==> src/rtl/axi4_rd_burst_splitter.sv <==
// axi4_rd_burst_splitter
//   Splits any AXI4 read burst (FIXED/INCR/WRAP, arlen 0..255) into a series
//   of single-beat downstream reads. Each returned beat is re-issued upstream
//   with the latched ID and a correct rlast. Only one downstream read is in
//   flight, and only one upstream burst is accepted at a time.
//
//   Ports:
//     clock, reset          clock; synchronous active-low reset
//     s_ar*                 upstream read-address channel (burst in)
//     s_r*                  upstream read-data channel (burst out)
//     m_ar*                 downstream single-beat read address
//     m_r*                  downstream read data (rlast/rid not used)
//
//   Optional build macro RD_SPLIT_ERR_ABORT_EN:
//     The first beat with a non-OKAY downstream response is returned as
//     received. The rest of the burst is then answered locally with SLVERR
//     and zero data, and no further downstream reads are issued.
//     If the macro is not defined, every beat is fetched and its response
//     is forwarded.
module axi4_rd_burst_splitter #(
    parameter int ADDR_W = 32,
    parameter int DATA_W = 32,
    parameter int ID_W   = 4
) (
    input  logic              clock,
    input  logic              reset,
    input  logic              s_arvalid,
    output logic              s_arready,
    input  logic [ADDR_W-1:0] s_araddr,
    input  logic [ID_W-1:0]   s_arid,
    input  logic [7:0]        s_arlen,
    input  logic [2:0]        s_arsize,
    input  logic [1:0]        s_arburst,
    output logic              s_rvalid,
    input  logic              s_rready,
    output logic [DATA_W-1:0] s_rdata,
    output logic [1:0]        s_rresp,
    output logic              s_rlast,
    output logic [ID_W-1:0]   s_rid,
    output logic              m_arvalid,
    input  logic              m_arready,
    output logic [ADDR_W-1:0] m_araddr,
    output logic [ID_W-1:0]   m_arid,
    output logic [2:0]        m_arsize,
    input  logic              m_rvalid,
    output logic              m_rready,
    input  logic [DATA_W-1:0] m_rdata,
    input  logic [1:0]        m_rresp
);
    localparam int         MAX_SIZE    = $clog2(DATA_W / 8);
    localparam logic [1:0] BURST_FIXED = 2'b00;
    localparam logic [1:0] BURST_WRAP  = 2'b10;
    localparam logic [1:0] RESP_SLVERR = 2'b10;

    typedef enum logic [2:0] {IDLE, ADDR, WAIT, RESP, ERR} state_t;

    typedef struct packed {
        logic [ADDR_W-1:0] addr;   // address of the current beat
        logic [ID_W-1:0]   id;
        logic [7:0]        len;
        logic [2:0]        size;
        logic [1:0]        burst;
    } req_t;

    state_t     state;
    req_t       req_q;
    logic [7:0] cnt;
`ifdef RD_SPLIT_ERR_ABORT_EN
    logic       abort_q;           // an earlier beat of this burst failed
`endif

    assign m_araddr = req_q.addr;
    assign m_arid   = req_q.id;
    assign m_arsize = req_q.size;
    assign s_rid    = req_q.id;

    // Requests that are answered locally with SLVERR.
    logic req_bad;
    always_comb begin
        req_bad = 1'b0;
        if (s_arburst == 2'b11)
            req_bad = 1'b1;
        if (int'(s_arsize) > MAX_SIZE)
            req_bad = 1'b1;
        if (s_arburst == BURST_WRAP && !(s_arlen == 8'd1 || s_arlen == 8'd3 ||
                                         s_arlen == 8'd7 || s_arlen == 8'd15))
            req_bad = 1'b1;
    end

    // Next beat address. For WRAP the window is (len+1) beats, which is a
    // power of two, so a mask splits the held high part from the wrapping low part.
    logic [ADDR_W-1:0] step, inc_addr, wrap_mask, next_addr;
    always_comb begin
        step      = ADDR_W'(1) << req_q.size;
        inc_addr  = req_q.addr + step;
        wrap_mask = ((ADDR_W'(req_q.len) + ADDR_W'(1)) << req_q.size) - ADDR_W'(1);
        case (req_q.burst)
            BURST_FIXED: next_addr = req_q.addr;
            BURST_WRAP:  next_addr = (req_q.addr & ~wrap_mask) | (inc_addr & wrap_mask);
            default:     next_addr = inc_addr;
        endcase
    end

    logic [7:0] cnt_next;
    logic       last;
    assign cnt_next = cnt + 8'd1;
    assign last     = (cnt == req_q.len);

    always_ff @(posedge clock) begin
        if (!reset) begin
            state     <= IDLE;
            req_q     <= '0;
            cnt       <= '0;
            s_arready <= 1'b0;
            m_arvalid <= 1'b0;
            m_rready  <= 1'b0;
            s_rvalid  <= 1'b0;
            s_rlast   <= 1'b0;
            s_rdata   <= '0;
            s_rresp   <= '0;
`ifdef RD_SPLIT_ERR_ABORT_EN
            abort_q   <= 1'b0;
`endif
        end else begin
            case (state)
                IDLE: begin
                    s_arready <= 1'b1;
                    if (s_arvalid && s_arready) begin
                        s_arready <= 1'b0;
                        req_q     <= '{addr: s_araddr, id: s_arid, len: s_arlen,
                                       size: s_arsize, burst: s_arburst};
                        cnt       <= '0;
`ifdef RD_SPLIT_ERR_ABORT_EN
                        abort_q   <= 1'b0;
`endif
                        if (req_bad) begin
                            state    <= ERR;
                            s_rvalid <= 1'b1;
                            s_rdata  <= '0;
                            s_rresp  <= RESP_SLVERR;
                            s_rlast  <= (s_arlen == 8'd0);
                        end else begin
                            state     <= ADDR;
                            m_arvalid <= 1'b1;
                        end
                    end
                end
                ADDR: begin
                    if (m_arready) begin
                        m_arvalid <= 1'b0;
                        m_rready  <= 1'b1;
                        state     <= WAIT;
                    end
                end
                WAIT: begin
                    if (m_rvalid) begin
                        m_rready <= 1'b0;
                        s_rvalid <= 1'b1;
                        s_rdata  <= m_rdata;
                        s_rresp  <= m_rresp;
                        s_rlast  <= last;
`ifdef RD_SPLIT_ERR_ABORT_EN
                        abort_q  <= (m_rresp != 2'b00);
`endif
                        state    <= RESP;
                    end
                end
                RESP: begin
                    if (s_rready) begin
                        if (last) begin
                            s_rvalid  <= 1'b0;
                            s_rlast   <= 1'b0;
                            s_arready <= 1'b1;
                            state     <= IDLE;
                        end else begin
                            cnt <= cnt_next;
`ifdef RD_SPLIT_ERR_ABORT_EN
                            if (abort_q) begin
                                // Answer the remaining beats locally; s_rvalid stays high.
                                s_rdata <= '0;
                                s_rresp <= RESP_SLVERR;
                                s_rlast <= (cnt_next == req_q.len);
                                state   <= ERR;
                            end else
`endif
                            begin
                                s_rvalid   <= 1'b0;
                                req_q.addr <= next_addr;
                                m_arvalid  <= 1'b1;
                                state      <= ADDR;
                            end
                        end
                    end
                end
                ERR: begin
                    if (s_rready) begin
                        if (last) begin
                            s_rvalid  <= 1'b0;
                            s_rlast   <= 1'b0;
                            s_arready <= 1'b1;
                            state     <= IDLE;
                        end else begin
                            cnt     <= cnt_next;
                            s_rlast <= (cnt_next == req_q.len);
                        end
                    end
                end
                default: state <= IDLE;
            endcase
        end
    end
endmodule

==> config.mk <==
export PLATFORM = sky130hd
export DESIGN_NAME = axi4_rd_burst_splitter
export DESIGN_NICKNAME = d
export VERILOG_FILES = /design/src/rtl/axi4_rd_burst_splitter.sv
export SDC_FILE = /design/constraint.sdc
export NUM_CORES = 1
export LEC_CHECK = 0
export ABC_AREA = 1
export ABC_CLOCK_PERIOD_IN_PS = 5000
export CORE_MARGIN = 1
export CORE_UTILIZATION = 27
export DETAILED_ROUTE_END_ITERATION = 16
export GPL_TIMING_DRIVEN = 0
export HOLD_SLACK_MARGIN = 0.12
export PLACE_DENSITY = 0.55
export SYNTH_ARGS = -nofsm -noshare
export SYNTH_HDL_FRONTEND = slang
export SYNTH_SLANG_ARGS = --single-unit
==> constraint.sdc <==
create_clock -name clock -period 5 [get_ports clock]
set_input_delay 1 -clock clock [delete_from_list [all_inputs] [get_ports clock]]
set_output_delay 1 -clock clock [all_outputs]
set_load 0.005 [all_outputs]
==> flow_summary.ini <==
[status]
status = complete, no violations

[synthesis]
avgSynthCellArea_um2 = 6.44
yosysWarnings = 0
synth_fa_ha_area_share_pct = 2.40
yosys.area_share.simple_pct = 37.1
synth_cell_types = 45
synth_cells = 1100
yosysSeqAreaShare_pct = 28.0
synth_fp_nets = 1202
netlist_area_mm2 = 0.00708
synthXorXnorAreaFrac_pct = 4.08
synth-compound-area-share_pct = 15.2
synth_top_family_by_area = simple AND/OR/NAND/NOR gates
synthMuxAreaShare_pct = 0
synth.ff_latch_count = 99

[critical_path]
crit_required_ps = 5300
end_kind = flop
critPathArrivalTime_ps = 4040
critical_path_class = flop to flop
cpPeakStageDelay_ps = 440
crit_chain = buf_2 > buf_1 > nor3_1 > ha_1 > inv_1 > fa_1 > nand3b_1 > nand2_1 > inv_1 > o21ai_1 > nand4_1 > nor3_1 > nand3_1 > xor2_1 > nand2_1 > a21oi_2
slowest_stage = nor3_1
critPathLaunchType = flop
critPathMaxFanout = 10

[sta]
min_period_ps = 3740
drv_slew = 0
fmaxAchievable_ghz = 0.268
setup_violations = 0
hold_viol = 0
slew_headroom_pct = 49.1
whs_ps = 452
fin_ws_ps = 1260
finalSetupTns_ps = 0
grt_setup_unrepaired = false
fin_worst_skew_ps = 17.6
worst_slew_pin_slew_ps = 761
period_share_pct = 74.7

[die]
num_rows = 58
die_h_um = 164
core-area_mm2 = 0.0255
num_io_pins = 171
initial_core_util_pct = 27.8
die_w_um = 164
die_area_mm2 = 0.0269

[cts]
cts_resized = 0
clock-sinks = 99
tritoncts = yes
htree_levels = 3
cts-root-buf = clkbuf_16
cts_buffer_depth = 2
clk_pin_slew_worst_paths_ps = 90
hold_buffers = 0
worstSkewPairLatency_ps = 370
cts_setup_buffers = 0
numCtsBuffers = 9

[finish]
finalInstanceArea_mm2 = 0.00949
fin_cells = 1616
fin_nets = 1382
final_common_cell = nand2_1
final_cell_mix = nand2_1 (250), clkdlybuf4s50_1 (169), nand3_1 (116)
drive_gt1_share_pct = 11.6
area_growth_pct = 33.9
utilization_pct = 37.3

[placed_design]
place_area_mm2 = 0.00919
detailed_place_hpwl_mm = 18.6
place_congestion = 0.881
placedCellCount = 1599
preCtsSetupSlack_ps = 1330
io_buffer_count = 169

[job]
maxCapViolations = 0

[global_routing]
gr-total-overflow = 0
grt_start_max_net_pins = 19
antenna_found_initial = 2
grtUsageTotal_pct = 17.9
grt_pass1_vias = 7245
grt_pass1_wl_mm = 37.7

[power_and_ir_drop]
p_leak_nw = 3.87
vdd_drop_max_mv = 0.229
power.density_mw_per_mm2 = 474
finalPower_mw = 4.50

[route]
drc = 0
antenna_left = 0
drt-total-wl_mm = 23.5
wl_per_cell_um = 14.6
vias_per_cell = 4.62
dr.first_iter.drc_count = 487
drtPass1Iterations = 6
vias = 7473

[hold_path]
worstHoldPathType = flop to flop
[layer usage]
metal  up-vias  global-route usage [%]  part of all wire (%)
met5         -                       0                 0.072
met4         2                    4.63                   1.6
met3        23                    5.73                   8.7
met2       217                    30.3                    46
met1      3304                    21.8                    43
li1       3927                       -                     -
[worst paths after layout]
kind               startpoint         to  slack [ps]  cells after the start
setup / recovery  m_arsize[1]       flop        1260                     16
hold / removal      m_arvalid  m_arvalid         450                      2
setup reg to reg  m_arsize[1]       flop        1260                     16
hold reg to reg     m_arvalid  m_arvalid         450                      2
[power by group]
group          leakage [nW]  internal (mW)  switching, mW
Sequential            0.806          0.973          0.213
Combinational          2.92           1.13           1.45
Clock                 0.148          0.364          0.371
[cells by family after synthesis]
kind of cell,Yosys count
AND/OR/NAND/NOR,567
buffers and inverters,193
XOR/XNOR,33
flip-flops,99
AO/OA/AOI/OAI,195
adder cells (fa/ha/maj),13
[layout make-up]
class                      instances  area (um^2)
multi-input combinational        808         4170
clock buffer                      10          239
clock inverter                     6         58.8
antenna                            1         2.50
timing repair buffer             169         1690
buffer                            87          538
tap                              330          413
sequential                        99         1980
fill                            2754        16000
inverter                         106          398
[Yosys cell counts, drive strengths merged]
library cell,n,area share (%)
a221oi,2,0.25
xnor2,10,1.2
or2,5,0.44
buf,61,6.2
o22ai,2,0.18
o211ai,4,0.42
a31oi,2,0.18
nor2,115,7.1
and2,1,0.088
nand3b,1,0.11
a211oi,5,0.53
nand4,8,0.79
nand2,277,16
fa,1,0.28
o221ai,2,0.25
inv,104,5.5
clkbuf,26,1.4
and3,1,0.088
nor4b,1,0.12
nand3,131,10
nor4,4,0.35
dfxtp,99,28
o41ai,1,0.12
xor2,23,2.8
o21ai,61,4.5
nor3,23,1.6
a21oi,114,8.6
clkinv,2,0.11
a2111oi,1,0.12
ha,12,2.1
o21bai,1,0.11
[worst max-delay path, delay by kind of cell, from the launching register on]
family,cells,cell delay (ps)
DFF,1,340
and+or+nand+nor,7,1600
buffers and inverters,4,540
xor gates and xnor gates,1,180
AOI/OAI and AO/OA,2,420
adders and majority gates,2,600
Power figures use the tool's default switching activity.
